===== src/rtl/nt_level_hysteresis_pkg.sv =====
// Shared types and helpers for the neurotransmitter level hysteresis filter.
// The level type, FSM state encoding and band-edge arithmetic live here.
package nt_level_hysteresis_pkg;

  typedef logic [1:0] level_t;

  typedef enum logic [1:0] {
    STABLE,
    PEND_UP,
    PEND_DOWN
  } state_t;

  localparam int LEVEL_MAX = 3;

  // Lower edge of band k for an n-bit value: the value range splits into four equal bands.
  function automatic int band_edge(input int k, input int n);
    return k * (1 << (n - 2));
  endfunction

endpackage


===== src/rtl/nt_level_hysteresis_if.sv =====
// Bundle between the resource counter side and the emotional-state logic side
// of one hysteresis filter instance.
interface nt_level_hysteresis_if
  import nt_level_hysteresis_pkg::*;
#(
  parameter int N = 6
);

  logic         tick;
  logic         sync;
  logic [N-1:0] value;
  level_t       level;
  logic         changed;
  logic         rising;

  modport master (
    output tick, sync, value,
    input  level, changed, rising
  );

  modport slave (
    input  tick, sync, value,
    output level, changed, rising
  );

endinterface


===== src/rtl/nt_level_hysteresis.sv =====
// Converts an N-bit resource value into a 2-bit level with hysteresis margins and
// a dwell requirement; the level moves one step at a time, or jumps on sync.
module nt_level_hysteresis
  import nt_level_hysteresis_pkg::*;
#(
  parameter int N             = 6,
  parameter int HYST          = 2,
  parameter int DWELL         = 4,
  parameter int DWELL_W       = 3,
  parameter int DEFAULT_LEVEL = 0
) (
  input  logic                 clk,
  input  logic                 rst_n,
  nt_level_hysteresis_if.slave bus
);

  typedef logic [N:0]       ext_t;
  typedef logic [DWELL_W:0] cnt_ext_t;

  localparam cnt_ext_t DWELL_X = cnt_ext_t'(DWELL);

  state_t             state_q, state_d;
  logic [DWELL_W-1:0] cnt_q, cnt_d;
  level_t             level_q, level_d;
  logic               changed_q, changed_d;
  logic               rising_q, rising_d;

  ext_t     value_x;
  ext_t     up_thr;
  ext_t     down_thr;
  logic     up_qual;
  logic     down_qual;
  cnt_ext_t cnt_inc;
  level_t   sync_level;

  // Thresholds are compared one bit wider so edge+HYST can never wrap.
  always_comb begin
    value_x   = {1'b0, bus.value};
    up_thr    = ext_t'(band_edge(int'(level_q) + 1, N) + HYST);
    down_thr  = ext_t'(band_edge(int'(level_q), N) - HYST);
    up_qual   = (int'(level_q) < LEVEL_MAX) && (value_x >= up_thr);
    down_qual = (level_q != '0) && (value_x < down_thr);
  end

  always_comb begin
    state_d    = state_q;
    cnt_d      = cnt_q;
    level_d    = level_q;
    changed_d  = 1'b0;
    rising_d   = rising_q;
    cnt_inc    = {1'b0, cnt_q} + cnt_ext_t'(1);
    sync_level = bus.value[N-1:N-2];

    if (bus.sync) begin
      level_d = sync_level;
      state_d = STABLE;
      cnt_d   = '0;
      if (sync_level != level_q) begin
        changed_d = 1'b1;
        rising_d  = (sync_level > level_q);
      end
    end else if (bus.tick) begin
      unique case (state_q)
        STABLE: begin
          cnt_d = '0;
          if (up_qual) begin
            if (DWELL == 1) begin
              level_d   = level_q + 2'd1;
              changed_d = 1'b1;
              rising_d  = 1'b1;
            end else begin
              state_d = PEND_UP;
              cnt_d   = DWELL_W'(1);
            end
          end else if (down_qual) begin
            if (DWELL == 1) begin
              level_d   = level_q - 2'd1;
              changed_d = 1'b1;
              rising_d  = 1'b0;
            end else begin
              state_d = PEND_DOWN;
              cnt_d   = DWELL_W'(1);
            end
          end
        end

        PEND_UP: begin
          if (up_qual) begin
            if (cnt_inc >= DWELL_X) begin
              level_d   = level_q + 2'd1;
              changed_d = 1'b1;
              rising_d  = 1'b1;
              state_d   = STABLE;
              cnt_d     = '0;
            end else begin
              cnt_d = cnt_inc[DWELL_W-1:0];
            end
          end else if (down_qual) begin
            state_d = PEND_DOWN;
            cnt_d   = DWELL_W'(1);
          end else begin
            state_d = STABLE;
            cnt_d   = '0;
          end
        end

        PEND_DOWN: begin
          if (down_qual) begin
            if (cnt_inc >= DWELL_X) begin
              level_d   = level_q - 2'd1;
              changed_d = 1'b1;
              rising_d  = 1'b0;
              state_d   = STABLE;
              cnt_d     = '0;
            end else begin
              cnt_d = cnt_inc[DWELL_W-1:0];
            end
          end else if (up_qual) begin
            state_d = PEND_UP;
            cnt_d   = DWELL_W'(1);
          end else begin
            state_d = STABLE;
            cnt_d   = '0;
          end
        end

        default: begin
          state_d = STABLE;
          cnt_d   = '0;
        end
      endcase
    end
  end

  always_ff @(posedge clk or negedge rst_n) begin
    if (!rst_n) begin
      state_q   <= STABLE;
      cnt_q     <= '0;
      level_q   <= level_t'(DEFAULT_LEVEL);
      changed_q <= 1'b0;
      rising_q  <= 1'b0;
    end else begin
      state_q   <= state_d;
      cnt_q     <= cnt_d;
      level_q   <= level_d;
      changed_q <= changed_d;
      rising_q  <= rising_d;
    end
  end

  assign bus.level   = level_q;
  assign bus.changed = changed_q;
  assign bus.rising  = rising_q;

endmodule

===== src/flat_wrapper.sv =====
// flat-port wrapper written by rule: the top's interface ports become plain ports
module nt_level_hysteresis_flat import nt_level_hysteresis_pkg::*;
#(
  parameter int N             = 6,
  parameter int HYST          = 2,
  parameter int DWELL         = 4,
  parameter int DWELL_W       = 3,
  parameter int DEFAULT_LEVEL = 0
)
  (clk, rst_n, bus_tick, bus_sync, bus_value, bus_level, bus_changed, bus_rising);
  nt_level_hysteresis_if #(.N(N)) bus_i ();
  input  logic clk;
  input  logic rst_n;
  input wire logic [$bits(bus_i.tick)-1:0] bus_tick;
  input wire logic [$bits(bus_i.sync)-1:0] bus_sync;
  input wire logic [$bits(bus_i.value)-1:0] bus_value;
  output wire logic [$bits(bus_i.level)-1:0] bus_level;
  output wire logic [$bits(bus_i.changed)-1:0] bus_changed;
  output wire logic [$bits(bus_i.rising)-1:0] bus_rising;
  assign bus_i.tick = bus_tick;
  assign bus_i.sync = bus_sync;
  assign bus_i.value = bus_value;
  assign bus_level = bus_i.level;
  assign bus_changed = bus_i.changed;
  assign bus_rising = bus_i.rising;
  nt_level_hysteresis #(.N(N), .HYST(HYST), .DWELL(DWELL), .DWELL_W(DWELL_W), .DEFAULT_LEVEL(DEFAULT_LEVEL)) u_core (.clk(clk), .rst_n(rst_n), .bus(bus_i));
endmodule

===== config.mk =====
export PLATFORM = sky130hd
export DESIGN_NAME = nt_level_hysteresis_flat
export DESIGN_NICKNAME = d
export VERILOG_FILES = /design/src/rtl/nt_level_hysteresis_pkg.sv /design/src/rtl/nt_level_hysteresis_if.sv /design/src/rtl/nt_level_hysteresis.sv /design/src/flat_wrapper.sv
export SDC_FILE = /design/constraint.sdc
export NUM_CORES = 1
export LEC_CHECK = 0
export CAP_MARGIN = 40
export CORE_UTILIZATION = 60
export DETAILED_ROUTE_END_ITERATION = 10
export DONT_BUFFER_PORTS = 1
export PLACE_DENSITY = 0.78
export RECOVER_POWER = 50
export REMOVE_ABC_BUFFERS = 1
export SYNTH_ARGS = -nofsm -noshare
export SYNTH_HDL_FRONTEND = slang
export SYNTH_SLANG_ARGS = --single-unit

===== constraint.sdc =====
create_clock -name clk -period 3.9 [get_ports clk]
set_clock_uncertainty 0.15 [all_clocks]
set_input_delay 0.975 -clock clk [delete_from_list [all_inputs] [get_ports clk]]
set_output_delay 0.975 -clock clk [all_outputs]
set_load 0.02 [all_outputs]

== Word-level counts from Yosys, hierarchy flattened ==
Cells that the tools add are included.

* Add/subtract/negate cells: 6
* Multiply operators: 0
* Divide/modulo/power cells: 0
* Order comparisons: 5
* Equal/unequal tests: 9
* Shift-type cells: 0
* Multiplexer cells: 41
* Bitwise logic cells: 0
* Reductions and logical operators: 9

{| class="wikitable"
|+ Operators by type and width
! kind !! number
|-
| 2-bit 2-to-1 mux || 14
|-
| 3-bit 2-to-1 mux || 6
|-
| 1-bit 2-to-1 mux || 16
|-
| 3-bit by 2-bit inequality test with 1-bit output (second input constant) || 4
|-
| 3-bit one-hot mux with 3 select lines || 1
|-
| 7-bit by 3-bit adder with 7-bit output (second input constant) || 1
|-
| 6-bit by 7-bit greater-or-equal comparator with 1-bit output || 1
|-
| 6-bit by 7-bit < comparator with 1-bit output || 1
|-
| 7-bit AND reduction || 1
|-
| 6-bit by 2-bit subtractor with 7-bit output (second input constant) || 1
|-
| 2-bit one-hot mux with 3 select lines || 1
|-
| 6-bit AND reduction || 1
|-
| 3-bit by 1-bit adder with 4-bit output (second input constant) || 1
|-
| 4-bit by 3-bit greater-or-equal comparator with 1-bit output (second input constant) || 1
|-
| 4-bit by 2-bit inequality test with 1-bit output (second input constant) || 1
|-
| 1-bit one-hot mux with 2 select lines || 2
|-
| 2-bit one-hot mux with 2 select lines || 1
|-
| 2-bit nonzero test || 2
|-
| 2-bit by 1-bit adder with 3-bit output (second input constant) || 1
|-
| 3-bit nonzero test || 1
|-
| 2-bit by 1-bit adder with 2-bit output (second input constant) || 1
|-
| 2-bit by 1-bit equality test with 1-bit output (second input constant) || 1
|-
| 2-bit equality test (second input constant) || 1
|-
| 2-bit > comparator || 1
|-
| 7 further kinds || 8
|}

* Bits in registers: 9
* Bits in latches: 0
* RAM bits: 0
* Bits in read-only memories: 0
* Input port bits: 10
* Output and inout bits: 4
* Word-level logic and storage cells: 75
* Memories kept: 0

== Longest topological paths before layout ==
Gate-level depths: netlist of run 1.

* Word-level depth: 9
* Gate-level depth with buffers: 11
* Depth with buffers taken out: 10

== Worst setup path after synthesis of run 1 ==
Ideal clock, no wire load.

* Path kind: input port to flip-flop
* From: in bus_value[4]
* To: reg u_core.state_q[1]
* Library setup time: 126 ps
* Arrival: 2460 ps
* Data required time: 3624 ps
* Path slack: 1164 ps
* Cell stages on the path: 8
* Path buffers: 1
* Cells stage by stage: inv_1 ha_1 or3b_1 o221a_1 buf_6 mux2i_1 a221oi_1 o21ai_1

* Word-level cells in the longest chain between the ends: 7
* Elaborated cells on any way between the ends: 13
* Classes of those cells: order compare: 2; eq/ne: 1; mux: 7; reduce/logical: 3

{| class="wikitable"
|+ Ends and longest elaborated chain
! element !! RTL line !! text
|-
| start: declaration || flat_wrapper.sv:16 || <nowiki>input wire logic [$bits(bus_i.value)-1:0] bus_value;</nowiki>
|-
| 6-bit by 7-bit < comparator with 1-bit output || nt_level_hysteresis.sv:42 || <nowiki>down_qual = (level_q != '0) && (value_x < down_thr);</nowiki>
|-
| 1-bit logical AND || nt_level_hysteresis.sv:42 ||
|-
| 2-bit 2-to-1 mux || nt_level_hysteresis.sv:98 || <nowiki>end else if (down_qual) begin</nowiki>
|-
| 2-bit 2-to-1 mux || nt_level_hysteresis.sv:88 || <nowiki>if (up_qual) begin</nowiki>
|-
| 2-bit one-hot mux with 3 select lines || nt_level_hysteresis.sv:63 || <nowiki>unique case (state_q)</nowiki>
|-
| 2-bit 2-to-1 mux || nt_level_hysteresis.sv:62 || <nowiki>end else if (bus.tick) begin</nowiki>
|-
| 2-bit 2-to-1 mux || nt_level_hysteresis.sv:54 || <nowiki>if (bus.sync) begin</nowiki>
|-
| end signal: assignment || nt_level_hysteresis.sv:143 || <nowiki>state_q <= state_d;</nowiki>
|-
| end: declaration || nt_level_hysteresis.sv:22 || <nowiki>state_t state_q, state_d;</nowiki>
|}

Several ways; a longest one is shown, not always the timed one. The select of a mux whose other input is x is not followed.
A chain may end at the register's enable or synchronous reset.

== Worst setup path after layout of run 1 ==
* From: reg u_core.level_q[0] (netlist: u_core.bus.level[0])
* To: reg u_core.state_q[1]

* Word-level cells in the longest chain between the ends: 8
* Elaborated cells on any way between the ends: 18
* Classes of those cells: add/sub: 3; order compare: 3; eq/ne: 1; mux: 7; reduce/logical: 4

{| class="wikitable"
|+ Ends and longest elaborated chain
! element !! RTL line !! text
|-
| start: declaration || nt_level_hysteresis.sv:24 || <nowiki>level_t level_q, level_d;</nowiki>
|-
| start signal: assignment || nt_level_hysteresis.sv:139 || <nowiki>level_q <= level_t'(DEFAULT_LEVEL);</nowiki>
|-
| start signal: assignment || nt_level_hysteresis.sv:145 || <nowiki>level_q <= level_d;</nowiki>
|-
| 2-bit by 1-bit adder with 3-bit output or 6-bit by 2-bit subtractor with 7-bit output (tied branches) || nt_level_hysteresis.sv:39, nt_level_hysteresis.sv:40 ||
|-
| 7-bit by 3-bit adder with 7-bit output or 6-bit by 7-bit < comparator with 1-bit output (tied branches) || nt_level_hysteresis.sv:39, nt_level_hysteresis.sv:42 ||
|-
| 6-bit by 7-bit greater-or-equal comparator with 1-bit output or 1-bit logical AND (tied branches) || nt_level_hysteresis.sv:41, nt_level_hysteresis.sv:42 ||
|-
| 1-bit logical AND or 2-bit 2-to-1 mux (tied branches) || nt_level_hysteresis.sv:41, nt_level_hysteresis.sv:98 ||
|-
| 2-bit 2-to-1 mux (on tied branches) || nt_level_hysteresis.sv:88, nt_level_hysteresis.sv:66 ||
|-
| 2-bit one-hot mux with 3 select lines || nt_level_hysteresis.sv:63 ||
|-
| 2-bit 2-to-1 mux || nt_level_hysteresis.sv:62 ||
|-
| 2-bit 2-to-1 mux || nt_level_hysteresis.sv:54 ||
|}

Several ways; a longest one is shown, not always the timed one. The select of a mux whose other input is x is not followed.

==> impl_metrics.xml, run 1 <==
<?xml version="1.0" encoding="UTF-8"?>
<metrics>
  <group name="run_status">
    <metric name="run_status" unit="">completed</metric>
  </group>
  <group name="pwr">
    <metric name="p_sw_share" unit="%">39.4</metric>
    <metric name="cellPowerDensity" unit="mW/mm^2">379</metric>
    <metric name="power.leakage" unit="nW">0.414</metric>
    <metric name="switching_power" unit="mW">0.127</metric>
    <metric name="peakVddDrop" unit="mV">0.269</metric>
    <metric name="internal_power" unit="mW">0.195</metric>
    <metric name="power.total" unit="mW">0.322</metric>
    <metric name="sequentialPowerShare" unit="%">38.5</metric>
    <metric name="power.clock.fraction" unit="%">22.1</metric>
    <metric name="comb_power_share" unit="%">39.4</metric>
  </group>
  <group name="cts">
    <metric name="post_cts.resized_instances" unit="">0</metric>
    <metric name="post_cts.repair.setup_buffers" unit="">0</metric>
    <metric name="clock-root-buffer" unit="">sky130_fd_sc_hd__clkbuf_4</metric>
    <metric name="clockBufferDepth" unit="">2</metric>
    <metric name="tritoncts" unit="">yes</metric>
    <metric name="h-tree-depth" unit="">1</metric>
    <metric name="cts_made_buffers" unit="">3</metric>
    <metric name="insertion_delay" unit="ns">0.26</metric>
    <metric name="worst_setup_hold_path_clk_slew" unit="ns">0.06</metric>
    <metric name="cts.sink_count" unit="">9</metric>
    <metric name="cts_hold_repair.buffers" unit="">0</metric>
  </group>
  <group name="global_route">
    <metric name="via_count_of_the_first_global_routing_pass" unit="">619</metric>
    <metric name="global_route_met1_utilization" unit="%">35.6</metric>
    <metric name="grt.overflow.total" unit="">0</metric>
    <metric name="groute.layer.met2.usage" unit="%">39.6</metric>
    <metric name="grt_start_max_net_pins" unit="">13</metric>
    <metric name="antenna_found_initial" unit="">0</metric>
    <metric name="use_met3" unit="%">6.94</metric>
    <metric name="grt_most_used_layer" unit="">met2</metric>
    <metric name="first_pass_grt_wire_length" unit="um">2610</metric>
    <metric name="groute.usage.overall" unit="%">25.3</metric>
  </group>
  <group name="route">
    <metric name="detailedRoute.firstPassIterationCount" unit="">4</metric>
    <metric name="routed_wirelength" unit="um">1540</metric>
    <metric name="route.detailed.drc" unit="">0</metric>
    <metric name="ant_nets" unit="">0</metric>
    <metric name="route.detailed.vias_per_inst" unit="">5.86</metric>
    <metric name="routed-via-count" unit="">680</metric>
    <metric name="wire_per_inst" unit="um">13.3</metric>
    <metric name="initialDrtViolationCount" unit="">7</metric>
  </group>
  <group name="worst_setup_path">
    <metric name="end_kind" unit="">register</metric>
    <metric name="critical_path_arrival" unit="ns">2.92</metric>
    <metric name="cell_type_of_the_slowest_stage_on_the_worst_timing_path" unit="">sky130_fd_sc_hd__dfrtp_1</metric>
    <metric name="critical_path.cell_chain" unit="">inv_1 -&gt; ha_1 -&gt; inv_1 -&gt; ha_1 -&gt; or3b_1 -&gt; o221a_1 -&gt; mux2i_1 -&gt; a221oi_1 -&gt; o21ai_1</metric>
    <metric name="timing.critical_path.required" unit="ns">3.89</metric>
    <metric name="path_class" unit="">reg -&gt; reg</metric>
    <metric name="critical_path.max_stage_delay" unit="ns">0.57</metric>
    <metric name="timing.critical_path.from_type" unit="">register</metric>
    <metric name="worstPathMaxFanout" unit="">9</metric>
  </group>
  <group name="placed_design">
    <metric name="numPortBuffers" unit="">0</metric>
    <metric name="hpwlAfterDp" unit="um">1230</metric>
    <metric name="place.detailed.instances" unit="">112</metric>
    <metric name="gp_congestion" unit="">0.892</metric>
  </group>
  <group name="final_layout">
    <metric name="layoutNonFillerInstCount" unit="">116</metric>
    <metric name="area_growth_syn_to_layout" unit="%">3.51</metric>
    <metric name="filler_cell_count" unit="">100</metric>
    <metric name="final_antenna_diode_count" unit="">0</metric>
    <metric name="final_layout_size_suffix_gt1_share" unit="%">6.86</metric>
    <metric name="final-seq-area" unit="um^2">225</metric>
    <metric name="final_common_cell" unit="">sky130_fd_sc_hd__nand2_1</metric>
    <metric name="layout.cells.most_common_list" unit="">sky130_fd_sc_hd__nand2_1, sky130_fd_sc_hd__ha_1, sky130_fd_sc_hd__inv_1</metric>
    <metric name="nNetsFinal" unit="">125</metric>
    <metric name="multi_input_comb_area" unit="um^2">542</metric>
  </group>
  <group name="sta">
    <metric name="post_route_setup_tns" unit="ns">0</metric>
    <metric name="clock.fmax" unit="MHz">341</metric>
    <metric name="setup_viol" unit="">0</metric>
    <metric name="slew_headroom" unit="%">67.4</metric>
    <metric name="timing.final.hold_violations" unit="">0</metric>
    <metric name="max_slew.worst_pin.slew" unit="ns">0.486</metric>
    <metric name="timing.hold.ws" unit="ns">0.254</metric>
    <metric name="number_of_pins_with_negative_max_slew_slack_in_the_final_report" unit="">0</metric>
    <metric name="layout_worst_path_cycle_share" unit="%">75.2</metric>
    <metric name="setup_repair_after_global_routing_missed_its_margin" unit="">false</metric>
    <metric name="period_minus_slack" unit="ns">2.93</metric>
  </group>
  <group name="synth">
    <metric name="synth.yosys.seq_area_share" unit="%">27.5</metric>
    <metric name="ys_warn_count" unit="">0</metric>
    <metric name="post_synthesis_cell_area" unit="um^2">820</metric>
    <metric name="ys_ff_latch" unit="">9</metric>
    <metric name="netlist_instances" unit="">100</metric>
    <metric name="synthDistinctLibCells" unit="">32</metric>
    <metric name="synth.avg_cell_area" unit="um^2">8.20</metric>
  </group>
  <group name="floorplan">
    <metric name="chipHeight" unit="um">39.0</metric>
    <metric name="floorplan.die.width" unit="um">39.0</metric>
    <metric name="floorplan.io_pins" unit="">14</metric>
    <metric name="core-area" unit="mm^2">0.00119</metric>
    <metric name="fp-row-count" unit="">12</metric>
    <metric name="floorplan.initialDensity" unit="%">69.1</metric>
    <metric name="floorplan.die_area" unit="mm^2">0.00152</metric>
  </group>
  <group name="min_path">
    <metric name="worst_hold_path_type" unit="">in -&gt; async</metric>
  </group>
  <group name="flow_run">
    <metric name="timing.max_cap.violations" unit="">0</metric>
  </group>
</metrics>
## kinds of logic after synthesis
logic type / synth area share, %
AOI/OAI and AO/OA: 15.6
xor gates and xnor gates: 3.21
adders and majority gates: 18.3
buffers and inverters: 6.41
DFF: 27.5
muxes: 3.66
and+or+nand+nor: 25.3
## per-stage QoR
| stage | cell area [um^2] | setup slack, ns | util, % |
|---|---|---|---|
| 2_1_floorplan | 805 | 1.16 | - |
| 3_3_place_gp | 822 | 1.00 | 69.3 |
| 3_5_place_dp | 822 | 0.942 | 69.3 |
| 4_1_cts | 848 | 0.962 | 71.5 |
| 5_1_grt | 848 | 0.851 | 71.5 |
| 6_report | 848 | 0.966 | 71.5 |
## cell type report
class                      count  share of cell area, %
inverter                      10                   4.42
multi-input combinational     79                   63.9
clock buffer                   4                   3.10
sequential                     9                   26.5
tap                           14                   2.06
## power groups by stage
stage	clock (mW)	sequential (mW)	combinational (mW)
after floorplan	0	0.122	0.103
after global placement	0	0.126	0.120
after global routing	0.0782	0.126	0.143
after CTS	0.0738	0.124	0.126
final	0.0712	0.124	0.127
after detailed placement	0	0.126	0.125
## state kept, by name, indices dropped and copies added (netlist names)
| signal | flops |
|---|---|
| u_core.bus.rising | 1 |
| u_core.bus.changed | 1 |
| u_core.bus.level | 2 |
| u_core.state_q | 2 |
| u_core.cnt_q | 3 |
## worst paths after layout
check | start | endpoint | depth (start not counted) | slack (ns)
hold reg to reg | u_core.cnt_q[1]$_DFFE_PN0N_ | u_core.cnt_q[1]$_DFFE_PN0N_ | 2 | 0.35
setup reg to reg | u_core.bus.level[0]$_DFFE_PN0P_ | u_core.state_q[1]$_DFFE_PN0P_ | 9 | 0.97
hold / removal | rst_n | u_core.bus.level[1]$_DFFE_PN0P_ | 0 | 0.25
min in group clk | u_core.cnt_q[1]$_DFFE_PN0N_ | u_core.cnt_q[1]$_DFFE_PN0N_ | 2 | 0.35
max in group asynchronous | rst_n | u_core.cnt_q[0]$_DFFE_PN0N_ | 0 | 3.27
setup / recovery | u_core.bus.level[0]$_DFFE_PN0P_ | u_core.state_q[1]$_DFFE_PN0P_ | 9 | 0.97
## cells in the mapped netlist
library cell,instances,area [um^2]
sky130_fd_sc_hd__or2b_1,1,7.51
sky130_fd_sc_hd__nor3_1,6,30.0
sky130_fd_sc_hd__nand4_1,1,6.26
sky130_fd_sc_hd__or2_2,1,6.26
sky130_fd_sc_hd__a21oi_2,1,8.76
sky130_fd_sc_hd__or3b_1,1,8.76
sky130_fd_sc_hd__nand3b_1,2,15.0
sky130_fd_sc_hd__o211ai_1,1,7.51
sky130_fd_sc_hd__buf_6,1,11.3
sky130_fd_sc_hd__o221ai_1,1,8.76
sky130_fd_sc_hd__mux2i_1,3,30.0
sky130_fd_sc_hd__xnor2_1,2,17.5
sky130_fd_sc_hd__nand4b_1,1,8.76
sky130_fd_sc_hd__a221oi_1,1,8.76
sky130_fd_sc_hd__nand3_2,1,10.0
sky130_fd_sc_hd__a21boi_0,1,7.51
sky130_fd_sc_hd__nand2_1,15,56.3
sky130_fd_sc_hd__dfrtp_1,9,225
sky130_fd_sc_hd__o2111ai_1,1,8.76
sky130_fd_sc_hd__a21oi_1,4,20.0
sky130_fd_sc_hd__o21ai_0,4,20.0
sky130_fd_sc_hd__o21ai_1,4,20.0
sky130_fd_sc_hd__clkbuf_1,1,3.75
sky130_fd_sc_hd__nand3_1,1,5.00
sky130_fd_sc_hd__nor2_1,8,30.0
sky130_fd_sc_hd__xor2_1,1,8.76
sky130_fd_sc_hd__inv_1,10,37.5
sky130_fd_sc_hd__o221a_1,1,11.3
sky130_fd_sc_hd__and2_1,2,12.5
sky130_fd_sc_hd__nand2_4,1,11.3
sky130_fd_sc_hd__a31oi_1,1,6.26
sky130_fd_sc_hd__ha_1,12,150
## per-layer routing
metal	vias up	wire (um)
li1	352	-
met1	307	760
met2	21	700
met3	0	82
met4	0	0
met5	-	0
## worst max-delay path: cells and delay by family (launching register included)
| kind | cells | cell delay (ns) |
|---|---|---|
| AO/OA/AOI/OAI | 3 | 0.81 |
| adder cells (fa/ha/maj) | 2 | 0.61 |
| buffers and inverters | 2 | 0.18 |
| flip-flops | 1 | 0.57 |
| multiplexers | 1 | 0.16 |
| AND/OR/NAND/NOR | 1 | 0.34 |
No activity file was read; power rests on OpenSTA's default activity.
==> run 2: changes to the inputs <==
--- a/config.mk
+++ b/config.mk
@@ -6,10 +6,10 @@
 export NUM_CORES = 1
 export LEC_CHECK = 0
 export CAP_MARGIN = 40
-export CORE_UTILIZATION = 60
+export CORE_UTILIZATION = 55
 export DETAILED_ROUTE_END_ITERATION = 10
 export DONT_BUFFER_PORTS = 1
-export PLACE_DENSITY = 0.78
+export PLACE_DENSITY = 0.75
 export RECOVER_POWER = 50
 export REMOVE_ABC_BUFFERS = 1
 export SYNTH_ARGS = -nofsm -noshare
==> constraint.sdc (replaced) <==
create_clock -name clk -period 2.5 [get_ports clk]
set_clock_uncertainty 0.15 [all_clocks]
set_input_delay 0.625 -clock clk [delete_from_list [all_inputs] [get_ports clk]]
set_output_delay 0.625 -clock clk [all_outputs]
set_load 0.02 [all_outputs]
==> impl_metrics.xml, run 2 (synthesis gave the netlist of run 1 again) <==
<?xml version="1.0" encoding="UTF-8"?>
<metrics>
  <group name="run_status">
    <metric name="run_status" unit="">completed</metric>
  </group>
  <group name="sta">
    <metric name="clock.fmax" unit="MHz">409</metric>
    <metric name="worst_slack" unit="ns">0.0553</metric>
    <metric name="layout_worst_path_cycle_share" unit="%">97.8</metric>
    <metric name="max_slew.worst_pin.slew" unit="ns">0.511</metric>
    <metric name="setup_viol" unit="">0</metric>
    <metric name="period_minus_slack" unit="ns">2.44</metric>
    <metric name="slew_headroom" unit="%">65.7</metric>
    <metric name="setup_repair_after_global_routing_missed_its_margin" unit="">true</metric>
    <metric name="timing.hold.ws" unit="ns">0.290</metric>
    <metric name="timing.final.hold_violations" unit="">0</metric>
    <metric name="number_of_pins_with_negative_max_slew_slack_in_the_final_report" unit="">0</metric>
  </group>
  <group name="floorplan">
    <metric name="floorplan.die_area" unit="mm^2">0.00165</metric>
    <metric name="floorplan.initialDensity" unit="%">60.7</metric>
    <metric name="floorplan.die.width" unit="um">40.6</metric>
    <metric name="chipHeight" unit="um">40.6</metric>
    <metric name="fp-row-count" unit="">13</metric>
    <metric name="core-area" unit="mm^2">0.00135</metric>
    <metric name="floorplan.io_pins" unit="">14</metric>
  </group>
  <group name="pwr">
    <metric name="cellPowerDensity" unit="mW/mm^2">589</metric>
    <metric name="power.leakage" unit="nW">0.459</metric>
    <metric name="peakVddDrop" unit="mV">0.334</metric>
    <metric name="power.total" unit="mW">0.567</metric>
  </group>
  <group name="worst_setup_path">
    <metric name="worstSetupStartpoint" unit="">u_core.bus.level[1]$_DFFE_PN0P_</metric>
    <metric name="path_class" unit="">reg -&gt; reg</metric>
    <metric name="cell_type_of_the_slowest_stage_on_the_worst_timing_path" unit="">sky130_fd_sc_hd__dfrtp_1</metric>
    <metric name="path_delay_family" unit="">compound AO/OA/AOI/OAI gates</metric>
    <metric name="timing.critical_path.required" unit="ns">2.49</metric>
    <metric name="critPathCapture" unit="">u_core.state_q[1]$_DFFE_PN0P_</metric>
    <metric name="critical_path.cell_chain" unit="">inv_2 -&gt; ha_4 -&gt; inv_2 -&gt; ha_4 -&gt; or3b_4 -&gt; o221a_4 -&gt; mux2i_1 -&gt; a221oi_1 -&gt; o21ai_1</metric>
    <metric name="critical_path_depth" unit="">9</metric>
    <metric name="timing.critical_path.from_type" unit="">register</metric>
    <metric name="worstPathMaxFanout" unit="">6</metric>
    <metric name="regToRegEndpoint" unit="">u_core.state_q[1]$_DFFE_PN0P_</metric>
    <metric name="critical_path_arrival" unit="ns">2.44</metric>
    <metric name="critical_path.max_stage_delay" unit="ns">0.37</metric>
    <metric name="reg2reg_depth" unit="">9</metric>
    <metric name="rr_startpoint" unit="">u_core.bus.level[1]$_DFFE_PN0P_</metric>
    <metric name="crit_buf_inv" unit="">2</metric>
    <metric name="ff2ff_setup_slack" unit="ns">0.06</metric>
    <metric name="end_kind" unit="">register</metric>
  </group>
  <group name="cts">
    <metric name="clock-root-buffer" unit="">sky130_fd_sc_hd__clkbuf_4</metric>
    <metric name="worst_setup_hold_path_clk_slew" unit="ns">0.06</metric>
    <metric name="insertion_delay" unit="ns">0.26</metric>
    <metric name="post_cts.repair.setup_buffers" unit="">0</metric>
    <metric name="cts_made_buffers" unit="">3</metric>
    <metric name="cts.sink_count" unit="">9</metric>
    <metric name="tritoncts" unit="">yes</metric>
    <metric name="h-tree-depth" unit="">1</metric>
    <metric name="clockBufferDepth" unit="">2</metric>
  </group>
  <group name="final_layout">
    <metric name="post-route-util" unit="%">71.4</metric>
    <metric name="regMostFlops" unit="">u_core.cnt_q</metric>
    <metric name="final_common_cell" unit="">sky130_fd_sc_hd__nand2_1</metric>
    <metric name="final_layout_size_suffix_gt1_share" unit="%">21.6</metric>
    <metric name="postLayoutCellArea" unit="um^2">963</metric>
    <metric name="area_growth_syn_to_layout" unit="%">17.6</metric>
    <metric name="largest_reg_flops" unit="">3</metric>
    <metric name="final_antenna_diode_count" unit="">0</metric>
    <metric name="nNetsFinal" unit="">134</metric>
    <metric name="layout.cells.most_common_list" unit="">sky130_fd_sc_hd__nand2_1, sky130_fd_sc_hd__ha_1, sky130_fd_sc_hd__dfrtp_1</metric>
  </group>
  <group name="route">
    <metric name="routed_wirelength" unit="um">1810</metric>
    <metric name="initialDrtViolationCount" unit="">23</metric>
    <metric name="route.detailed.drc" unit="">0</metric>
    <metric name="wire_per_inst" unit="um">14.3</metric>
    <metric name="detailedRoute.firstPassIterationCount" unit="">7</metric>
    <metric name="ant_nets" unit="">0</metric>
    <metric name="routed-via-count" unit="">756</metric>
    <metric name="route.detailed.vias_per_inst" unit="">6.00</metric>
  </group>
  <group name="flow_run">
    <metric name="timing.max_cap.violations" unit="">0</metric>
  </group>
  <group name="placed_design">
    <metric name="total_placed_instance_area" unit="um^2">883</metric>
    <metric name="hpwlAfterDp" unit="um">1370</metric>
    <metric name="dpl_worst_slack" unit="ns">-0.0111</metric>
    <metric name="gp_congestion" unit="">0.835</metric>
    <metric name="numPortBuffers" unit="">0</metric>
  </group>
  <group name="global_route">
    <metric name="via_count_of_the_first_global_routing_pass" unit="">711</metric>
    <metric name="first_pass_grt_wire_length" unit="um">2880</metric>
    <metric name="grt.overflow.total" unit="">0</metric>
    <metric name="groute.usage.overall" unit="%">26.3</metric>
    <metric name="grt_start_max_net_pins" unit="">13</metric>
    <metric name="antenna_found_initial" unit="">0</metric>
  </group>
  <group name="min_path">
    <metric name="worst_hold_path_type" unit="">in -&gt; reg</metric>
  </group>
</metrics>
## run 2: layout make-up
class,count,area [um^2]
Clock buffer,4,26.3
Fill cell,111,387
Inverter,10,37.5
Multi-Input combinational cell,79,586
Sequential cell,9,225
Tap cell,15,18.8
Timing Repair Buffer,9,70.1
## run 2: stage by stage
step	std cells	setup TNS [ns]
5_1_grt	126	-0.0526
3_3_place_gp	121	0
2_1_floorplan	98	-0.496
3_5_place_dp	121	-0.0111
4_1_cts	126	0
6_report	126	0
## run 2: routing by layer
metal  up-vias  global-route usage (%)  wire length (um)
met5         -                       0                 0
met4         0                    12.5                42
met3         5                    2.22                98
met2        25                    43.3               861
met1       359                    34.1               803
li1        367                       -                 -
## run 2: how the worst min path moves through the flow
stage	from	endpoint	slack [ns]	cells after the start
after detailed placement	rst_n	u_core.bus.level[0]$_DFFE_PN0P_	0.18	0
final	bus_sync	u_core.bus.changed$_DFF_PN0_	0.29	1
after global placement	rst_n	u_core.bus.level[0]$_DFFE_PN0P_	0.18	0
after CTS	bus_sync	u_core.bus.rising$_DFFE_PN0P_	0.30	1
after global routing	bus_sync	u_core.bus.changed$_DFF_PN0_	0.29	1
after floorplan	rst_n	u_core.bus.changed$_DFF_PN0_	0.18	0
## run 2: where the power goes
part | internal [mW] | switching, mW | leakage [nW]
Combinational | 0.121 | 0.144 | 0.328
Sequential | 0.163 | 0.0254 | 0.117
Clock | 0.0616 | 0.0523 | 0.0150
Total | 0.346 | 0.222 | 0.459
## run 2: timing repair
item / 4_1_cts / 5_1_grt
endpoints found under the setup margin: 1 / 8
hold buffers: 1 / 0
endpoints found under the hold margin: 9 / 0
pin swaps: 0 / 5
resized for setup: 1 / 11
==> run 3: changes to the inputs <==
--- a/config.mk
+++ b/config.mk
@@ -6,12 +6,14 @@
 export NUM_CORES = 1
 export LEC_CHECK = 0
 export CAP_MARGIN = 40
-export CORE_UTILIZATION = 55
+export CORE_ASPECT_RATIO = 0.8
+export CORE_UTILIZATION = 50
 export DETAILED_ROUTE_END_ITERATION = 10
 export DONT_BUFFER_PORTS = 1
-export PLACE_DENSITY = 0.75
+export PLACE_DENSITY = 0.7
 export RECOVER_POWER = 50
 export REMOVE_ABC_BUFFERS = 1
+export SLEW_MARGIN = 15
 export SYNTH_ARGS = -nofsm -noshare
 export SYNTH_HDL_FRONTEND = slang
 export SYNTH_SLANG_ARGS = --single-unit
==> impl_metrics.xml, run 3 (synthesis gave the netlist of run 1 again) <==
<?xml version="1.0" encoding="UTF-8"?>
<metrics>
  <group name="run_status">
    <metric name="run_status" unit="">completed</metric>
  </group>
  <group name="placed_design">
    <metric name="gp_congestion" unit="">0.854</metric>
    <metric name="hpwlAfterDp" unit="um">1320</metric>
    <metric name="numPortBuffers" unit="">0</metric>
    <metric name="place.detailed.instances" unit="">127</metric>
  </group>
  <group name="pwr">
    <metric name="power.leakage" unit="nW">0.468</metric>
    <metric name="sequentialPowerShare" unit="%">32.6</metric>
    <metric name="power.clock.fraction" unit="%">20.7</metric>
    <metric name="internal_power" unit="mW">0.352</metric>
    <metric name="switching_power" unit="mW">0.225</metric>
    <metric name="cellPowerDensity" unit="mW/mm^2">584</metric>
    <metric name="power.total" unit="mW">0.577</metric>
    <metric name="peakVddDrop" unit="mV">0.408</metric>
    <metric name="comb_power_share" unit="%">46.7</metric>
    <metric name="p_sw_share" unit="%">38.9</metric>
  </group>
  <group name="cts">
    <metric name="clock-root-buffer" unit="">sky130_fd_sc_hd__clkbuf_4</metric>
    <metric name="cts_made_buffers" unit="">3</metric>
    <metric name="clockBufferDepth" unit="">2</metric>
    <metric name="insertion_delay" unit="ns">0.28</metric>
    <metric name="h-tree-depth" unit="">1</metric>
    <metric name="worst_setup_hold_path_clk_slew" unit="ns">0.07</metric>
    <metric name="cts.sink_count" unit="">9</metric>
    <metric name="tritoncts" unit="">yes</metric>
  </group>
  <group name="min_path">
    <metric name="whs_path_cells" unit="">1</metric>
    <metric name="min_delay_worst_endpoint" unit="">u_core.bus.level[1]$_DFFE_PN0P_</metric>
    <metric name="launch_point_of_the_worst_hold_path" unit="">bus_sync</metric>
    <metric name="worst_hold_path_type" unit="">in -&gt; reg</metric>
  </group>
  <group name="worst_setup_path">
    <metric name="worstPathMaxFanout" unit="">5</metric>
    <metric name="timing.critical_path.required" unit="ns">2.52</metric>
    <metric name="end_kind" unit="">register</metric>
    <metric name="ff2ff_setup_slack" unit="ns">0.11</metric>
    <metric name="rr_startpoint" unit="">u_core.bus.level[1]$_DFFE_PN0P_</metric>
    <metric name="path_class" unit="">reg -&gt; reg</metric>
    <metric name="critical_path_arrival" unit="ns">2.41</metric>
    <metric name="timing.critical_path.from_type" unit="">register</metric>
    <metric name="regToRegEndpoint" unit="">u_core.state_q[1]$_DFFE_PN0P_</metric>
    <metric name="reg2reg_depth" unit="">9</metric>
  </group>
  <group name="final_layout">
    <metric name="regMostFlops" unit="">u_core.cnt_q</metric>
    <metric name="final_antenna_diode_count" unit="">0</metric>
    <metric name="largest_reg_flops" unit="">3</metric>
    <metric name="layout.cells.most_common_list" unit="">sky130_fd_sc_hd__nand2_1, sky130_fd_sc_hd__ha_1, sky130_fd_sc_hd__buf_4</metric>
    <metric name="area_growth_syn_to_layout" unit="%">20.5</metric>
    <metric name="filler_cell_count" unit="">118</metric>
    <metric name="final_layout_size_suffix_gt1_share" unit="%">22.1</metric>
    <metric name="nNetsFinal" unit="">136</metric>
    <metric name="final_common_cell" unit="">sky130_fd_sc_hd__nand2_1</metric>
    <metric name="layoutNonFillerInstCount" unit="">134</metric>
  </group>
  <group name="sta">
    <metric name="period_minus_slack" unit="ns">2.39</metric>
    <metric name="max_slew.worst_pin.slew" unit="ns">0.506</metric>
    <metric name="slew_headroom" unit="%">66.0</metric>
    <metric name="number_of_pins_with_negative_max_slew_slack_in_the_final_report" unit="">0</metric>
    <metric name="layout_worst_path_cycle_share" unit="%">95.4</metric>
    <metric name="clock.fmax" unit="MHz">419</metric>
    <metric name="timing.final.hold_violations" unit="">0</metric>
    <metric name="post_route_setup_tns" unit="ns">0</metric>
    <metric name="timing.hold.ws" unit="ns">0.278</metric>
    <metric name="setup_viol" unit="">0</metric>
  </group>
  <group name="floorplan">
    <metric name="fp-row-count" unit="">12</metric>
    <metric name="core-area" unit="mm^2">0.00146</metric>
    <metric name="floorplan.die_area" unit="mm^2">0.00181</metric>
    <metric name="floorplan.io_pins" unit="">14</metric>
    <metric name="floorplan.die.width" unit="um">47.3</metric>
    <metric name="chipHeight" unit="um">38.2</metric>
    <metric name="floorplan.initialDensity" unit="%">56.3</metric>
  </group>
  <group name="global_route">
    <metric name="global_route_met1_utilization" unit="%">31.0</metric>
    <metric name="grt_most_used_layer" unit="">met2</metric>
    <metric name="via_count_of_the_first_global_routing_pass" unit="">628</metric>
    <metric name="grt.overflow.total" unit="">0</metric>
    <metric name="grt_start_max_net_pins" unit="">13</metric>
    <metric name="groute.usage.overall" unit="%">21.9</metric>
    <metric name="groute.layer.met2.usage" unit="%">31.8</metric>
    <metric name="first_pass_grt_wire_length" unit="um">2660</metric>
    <metric name="use_met3" unit="%">7.55</metric>
    <metric name="antenna_found_initial" unit="">0</metric>
  </group>
  <group name="route">
    <metric name="routed-via-count" unit="">721</metric>
    <metric name="route.detailed.vias_per_inst" unit="">5.38</metric>
    <metric name="route.detailed.drc" unit="">0</metric>
    <metric name="detailedRoute.firstPassIterationCount" unit="">4</metric>
    <metric name="routed_wirelength" unit="um">1670</metric>
    <metric name="ant_nets" unit="">0</metric>
    <metric name="initialDrtViolationCount" unit="">8</metric>
    <metric name="wire_per_inst" unit="um">12.5</metric>
  </group>
  <group name="flow_run">
    <metric name="timing.max_cap.violations" unit="">0</metric>
  </group>
</metrics>
run 3: changes by cell type in the layout (fill, tap and decap cells not counted), sizes merged:
cell  before  now
buf        8   10
run 3: how the worst max path moves through the flow:
stage / slack, ns / from / cells past startpoint / to
floorplan: -0.15 / u_core.bus.level[0]$_DFFE_PN0P_ / 9 / u_core.state_q[1]$_DFFE_PN0P_
global route: -0.0009 / u_core.bus.level[1]$_DFFE_PN0P_ / 10 / u_core.bus.level[1]$_DFFE_PN0P_
CTS: 0.02 / u_core.bus.level[0]$_DFFE_PN0P_ / 10 / u_core.bus.changed$_DFF_PN0_
finish: 0.11 / u_core.bus.level[1]$_DFFE_PN0P_ / 9 / u_core.state_q[1]$_DFFE_PN0P_
global placement: 0.03 / u_core.bus.level[0]$_DFFE_PN0P_ / 9 / u_core.state_q[1]$_DFFE_PN0P_
detailed placement: 0.02 / u_core.bus.level[0]$_DFFE_PN0P_ / 9 / u_core.state_q[1]$_DFFE_PN0P_
run 3: timing repair:
| action | in CTS | in global routing |
|---|---|---|
| gates resized for setup | 0 | 11 |
| endpoints found under the hold margin | 9 | 0 |
| endpoints found under the setup margin | 0 | 8 |
| buffers inserted | 0 | 2 |
| hold buffers | 1 | 0 |
run 3: worst max-delay path: stages (launching register included):
cell and delay [ns]:
sky130_fd_sc_hd__dfrtp_1 0.36, sky130_fd_sc_hd__inv_2 0.06, sky130_fd_sc_hd__ha_4 0.26, sky130_fd_sc_hd__inv_2 0.04, sky130_fd_sc_hd__ha_4 0.25, sky130_fd_sc_hd__or3b_1 0.35, sky130_fd_sc_hd__o221a_4 0.33, sky130_fd_sc_hd__buf_4 0.14
sky130_fd_sc_hd__a221oi_2 0.25, sky130_fd_sc_hd__o21ai_1 0.08
run 3: final cells by class:
cell class,count,area [um^2],area share [%]
inverter,10,37.5,3.80
sequential,9,225,22.8
tap,21,26.3,2.66
multi-input combinational,79,587,59.4
clock buffer,4,26.3,2.66
timing repair buffer,11,85.1,8.62
run 3: power by group through the flow:
stage / Sequential [mW] / Clock (mW) / Combinational (mW)
3_3_place_gp: 0.189 / 0 / 0.224
4_1_cts: 0.187 / 0.122 / 0.234
5_1_grt: 0.191 / 0.130 / 0.306
6_report: 0.188 / 0.120 / 0.269
2_1_floorplan: 0.191 / 0 / 0.160
3_5_place_dp: 0.190 / 0 / 0.229
run 3: per-stage QoR:
| step | setup WS, ns | cell area [um^2] | utilization, % |
|---|---|---|---|
| after detailed placement | 0.0215 | 891 | 61.2 |
| after global routing | -0.000865 | 987 | 67.8 |
| after CTS | 0.0153 | 927 | 63.7 |
| after global placement | 0.0326 | 891 | 61.2 |
| final | 0.114 | 987 | 67.8 |
| after floorplan | -0.153 | 805 | - |
run 3: routing by layer:
metal | up-vias | wire length [um]
met5 | - | 0
met2 | 14 | 694
li1 | 373 | -
met3 | 2 | 74
met4 | 0 | 16
met1 | 332 | 886
==> RTL edit 1, RTL diff (config.mk and constraints of run 3) <==
Re-encode `state_t` (3 states) as one-hot, 3 bits wide.
--- a/src/rtl/nt_level_hysteresis_pkg.sv
+++ b/src/rtl/nt_level_hysteresis_pkg.sv
@@ -5,8 +5,8 @@
   typedef logic [1:0] level_t;
 
-  typedef enum logic [1:0] {
-    STABLE,
-    PEND_UP,
-    PEND_DOWN
+  typedef enum logic [2:0] {
+    STABLE    = 3'b001,
+    PEND_UP   = 3'b010,
+    PEND_DOWN = 3'b100
   } state_t;
 
Check against the original RTL: no difference found for any inputs over 4 cycles, from zero or initial values and one cycle with rst_n low; so few cycles prove little.
==> RTL edit 1 against run 3 <==
- the run now ends with negative setup slack left
- total power increased by 59%
- highest routed layer unchanged
- largest power group unchanged
- sequential cell count increased by 1
- wire length increased by 29%
- area after synthesis increased by 14%
- final area increased by 13%
- critical path type unchanged
- setup slack got worse by 120 ps
- largest cell class unchanged
- clock power increased by 20%
==> RTL edit 1: results (changes against run 3) <==
<table>
<tr><th>Metric</th><th>Value</th></tr>
<tr><th colspan="2">Outcome</th></tr>
<tr><td>Run status</td><td>complete, but fails checks</td></tr>
<tr><td>Violated checks</td><td>negative setup slack</td></tr>
<tr><th colspan="2">STA</th></tr>
<tr><td>Setup ws final</td><td>-7.27 ps (-122 ps)</td></tr>
<tr><td>Final setup violating endpoints</td><td>1 (+1)</td></tr>
<tr><td>Relative slew margins</td><td>71.8% (+5.7 points)</td></tr>
<tr><td>Final worst hold slack</td><td>43.6 ps (-235 ps)</td></tr>
<tr><td>Sum of negative setup slack</td><td>-7.27 ps (-7.27 ps)</td></tr>
<tr><th colspan="2">Pwr</th></tr>
<tr><td>Sequential share of power</td><td>30.4% (-2.2 points)</td></tr>
<tr><td>Pleak</td><td>0.469 nW (about the same)</td></tr>
<tr><th colspan="2">Placement</th></tr>
<tr><td>Routability cong.</td><td>0.859 (+0.62%)</td></tr>
<tr><th colspan="2">Global routing</th></tr>
<tr><td>Maximum number of pins on one net before global-route repair</td><td>12 (-1)</td></tr>
<tr><td>Combined global-route utilization of all metal layers</td><td>21.7% (-0.19 points)</td></tr>
<tr><td>Met2 track utilization from global routing</td><td>36.7% (+4.8 points)</td></tr>
<tr><td>Wire length of the first global-routing pass</td><td>3160 µm (+19%)</td></tr>
<tr><th colspan="2">Synth</th></tr>
<tr><td>Part of the Yosys area used for sequential elements</td><td>26.9% (-0.61 points)</td></tr>
<tr><td>Top cells by count, synth</td><td>sky130_fd_sc_hd__dfrtp_1, sky130_fd_sc_hd__ha_1, sky130_fd_sc_hd__nor2_1</td></tr>
<tr><th colspan="2">Worst setup path</th></tr>
<tr><td>CP Launch Point</td><td>u_core.bus.level[0]</td></tr>
<tr><th colspan="2">Finish</th></tr>
<tr><td>Area taken by multi-input logic gates</td><td>683 µm² (+16%)</td></tr>
<tr><td>Seq/total area</td><td>22.5% (-0.36 points)</td></tr>
<tr><td>Multi-input combinational gate total</td><td>81 (+2.5%)</td></tr>
<tr><td>Clock network share of area</td><td>3.24% (+0.58 points)</td></tr>
<tr><td>Non-clock buffer area fraction after layout</td><td>8.27% (-0.35 points)</td></tr>
<tr><th colspan="2">Drt</th></tr>
<tr><td>Length of routed met3 wiring</td><td>131 µm (+77%)</td></tr>
<tr><td>Post-Route WL</td><td>2150 µm (+29%)</td></tr>
<tr><td>Wl on met1</td><td>952 µm (+7.4%)</td></tr>
<tr><td>Routed met2 length</td><td>1020 µm (+47%)</td></tr>
<tr><td>Initial DRC count</td><td>18 (+10)</td></tr>
</table>
RTL edit 1: cell types whose count changed after synthesis, sizes merged, moves of 3 or more:
cell	change
a21o	+3
a21oi	+4
ha	-3
inv	-3
nand2	-9
nand2b	+3
RTL edit 1: logic make-up after synthesis:
| family | after synthesis | synth area share (%) |
|---|---|---|
| buf+inv | 10 | 5.88 |
| xor+xnor | 4 | 3.74 |
| simple gates | 33 | 20.7 |
| compound gates | 32 | 26.9 |
| mux | 3 | 3.88 |
| fa+ha+maj | 9 | 12.0 |
| flops | 10 | 26.9 |
RTL edit 1: stage by stage:
stage          setup WS (ps)  util [%]  cells  instance area [µm²]
2_1_floorplan           -144         -     98                  910
3_3_place_gp            39.0      57.6    125                  975
3_5_place_dp           0.574      57.6    125                  975
4_1_cts                 35.5      61.1    130                 1030
5_1_grt                -71.0      66.2    136                 1120
6_report               -7.27      66.2    136                 1120
==> RTL edit 2, RTL diff (config.mk and constraints of run 3) <==
Made on the original files. `DWELL_W` is set to 3 in 2 places; all go to 6.
--- a/src/rtl/nt_level_hysteresis.sv
+++ b/src/rtl/nt_level_hysteresis.sv
@@ -7,5 +7,5 @@
   parameter int HYST          = 2,
   parameter int DWELL         = 4,
-  parameter int DWELL_W       = 3,
+  parameter int DWELL_W       = 6,
   parameter int DEFAULT_LEVEL = 0
 ) (
--- a/src/flat_wrapper.sv
+++ b/src/flat_wrapper.sv
@@ -5,5 +5,5 @@
   parameter int HYST          = 2,
   parameter int DWELL         = 4,
-  parameter int DWELL_W       = 3,
+  parameter int DWELL_W       = 6,
   parameter int DEFAULT_LEVEL = 0
 )
Behaviour: no difference found for any inputs over 4 cycles, from zero or initial values and one cycle with rst_n low; that may be too few to reach the edited logic, so the function may still have changed.
==> RTL edit 2 against run 3 <==
- the run now ends with negative setup slack left
- sequential cell count up 3
- total power up 14%
- final area up 19%
- die area up 17%
- sequential power up 23%
- wire length up 43%
- setup slack worse by 420 ps
- global-route usage up 3.3 points
- area after synthesis up 18%
- largest cell class unchanged
- highest routed layer unchanged
==> RTL edit 2: results (changes against run 3) <==
<table>
<tr><th>Metric</th><th>Value</th></tr>
<tr><th colspan="2">Outcome</th></tr>
<tr><td>Run status</td><td>complete, but fails checks</td></tr>
<tr><td>Violated checks</td><td>negative setup slack</td></tr>
<tr><th colspan="2">Worst setup path</th></tr>
<tr><td>Library cell contributing the largest single delay on the critical path</td><td>sky130_fd_sc_hd__a221o_1</td></tr>
<tr><td>Largest incremental delay on the critical path</td><td>430 ps (+70 ps)</td></tr>
<tr><td>Worst endpoint data arrival time</td><td>2850 ps (+440 ps)</td></tr>
<tr><th colspan="2">Pwr</th></tr>
<tr><td>Net Sw Frac</td><td>36.8% (-2.2 points)</td></tr>
<tr><td>Worst vdd ir</td><td>0.361 mV (-12%)</td></tr>
<tr><td>Pleak</td><td>0.525 nW (+12%)</td></tr>
<tr><td>Power in the clock group</td><td>0.158 mW (+32%)</td></tr>
<tr><th colspan="2">STA</th></tr>
<tr><td>Setup ws final</td><td>-311 ps (-425 ps)</td></tr>
<tr><td>Final setup violating endpoints</td><td>6 (+6)</td></tr>
<tr><td>Relative slew margins</td><td>62.2% (-3.8 points)</td></tr>
<tr><th colspan="2">Synth</th></tr>
<tr><td>Mean area per synthesized cell</td><td>8.90 µm² (+8.6%)</td></tr>
<tr><td>Combinational family with the most area after synthesis</td><td>compound AO/OA/AOI/OAI gates</td></tr>
<tr><td>Adder-cell area share of the yosys netlist</td><td>16.8% (-1.5 points)</td></tr>
<tr><td>Multiplexer share of the synthesized area</td><td>0% (-3.7 points)</td></tr>
<tr><td>Distinct cells, synth</td><td>41 (+28%)</td></tr>
<tr><th colspan="2">Finish</th></tr>
<tr><td>Filler cells</td><td>143 (+21%)</td></tr>
<tr><td>Fraction of layout cells with a size suffix above 1</td><td>19.7% (-2.5 points)</td></tr>
<tr><th colspan="2">Clock network</th></tr>
<tr><td>Number of instances resized during post-cts repair</td><td>10 (+10)</td></tr>
<tr><td>Setup repair bufs after CTS</td><td>2 (+2)</td></tr>
<tr><td>Number of clock sinks</td><td>12 (+3)</td></tr>
<tr><th colspan="2">Placement</th></tr>
<tr><td>HPWL after DPL</td><td>1680 µm (+28%)</td></tr>
<tr><td>Routability cong.</td><td>0.900 (+5.5%)</td></tr>
<tr><th colspan="2">Global routing</th></tr>
<tr><td>Wire length of the first global-routing pass</td><td>3730 µm (+40%)</td></tr>
<tr><td>Combined global-route utilization of all metal layers</td><td>25.3% (+3.3 points)</td></tr>
<tr><th colspan="2">Drt</th></tr>
<tr><td>DR WL/cell</td><td>16.6 µm (+33%)</td></tr>
<tr><td>Detail-routed via count per cell</td><td>6.17 (+15%)</td></tr>
<tr><td>Post-Route WL</td><td>2390 µm (+43%)</td></tr>
</table>
==> RTL edit 2: cells by family after synthesis <==
logic type                 count (synthesis)
DFF                                       12
AOI/OAI and AO/OA                         31
and+or+nand+nor                           36
adders and majority gates                 13
xor gates and xnor gates                   2
buffers and inverters                     15
==> RTL edit 2: metal layers <==
metal / share of wire (%) / GRT usage, % / vias up
met5: 0 / 0 / -
met4: 0.88 / 5.41 / 0
met3: 6.5 / 6.88 / 2
met2: 43 / 40.8 / 36
met1: 49 / 34.4 / 421
li1: - / - / 429
==> RTL edit 2: cell type report <==
cell class              count  share of cell area (%)
well taps                  22                    2.35
inverters                  12                    4.06
flip-flops and latches     12                    25.6
multi-input cells          82                    56.9
repair buffers             12                    7.91
clock buffers               4                    3.10
==> RTL edit 2: how the worst max path moves through the flow <==
stage,startpoint,endpoint,slack (ps),depth (start not counted)
floorplan,u_core.bus.level[0],u_core.bus.level[0],-530,9
global placement,u_core.bus.level[0],u_core.bus.level[0],-310,9
detailed placement,u_core.bus.level[1],u_core.bus.level[0],-350,9
CTS,u_core.bus.level[1],u_core.bus.level[1],-280,9
global route,u_core.bus.level[1],u_core.bus.level[1],-400,9
finish,u_core.bus.level[1],u_core.bus.level[1],-310,9
==> RTL edit 2: per-stage QoR <==
stage / cell area, µm² / total power [mW] / utilization, % / setup TNS [ps] / hold WS (ps)
2_1_floorplan: 951 / 0.381 / - / -1970 / 179
3_3_place_gp: 1050 / 0.440 / 60.7 / -790 / 180
3_5_place_dp: 1050 / 0.447 / 60.7 / -1100 / 180
4_1_cts: 1150 / 0.639 / 66.9 / -562 / 268
5_1_grt: 1170 / 0.695 / 67.9 / -1410 / 269
6_report: 1170 / 0.654 / 67.9 / -725 / 266
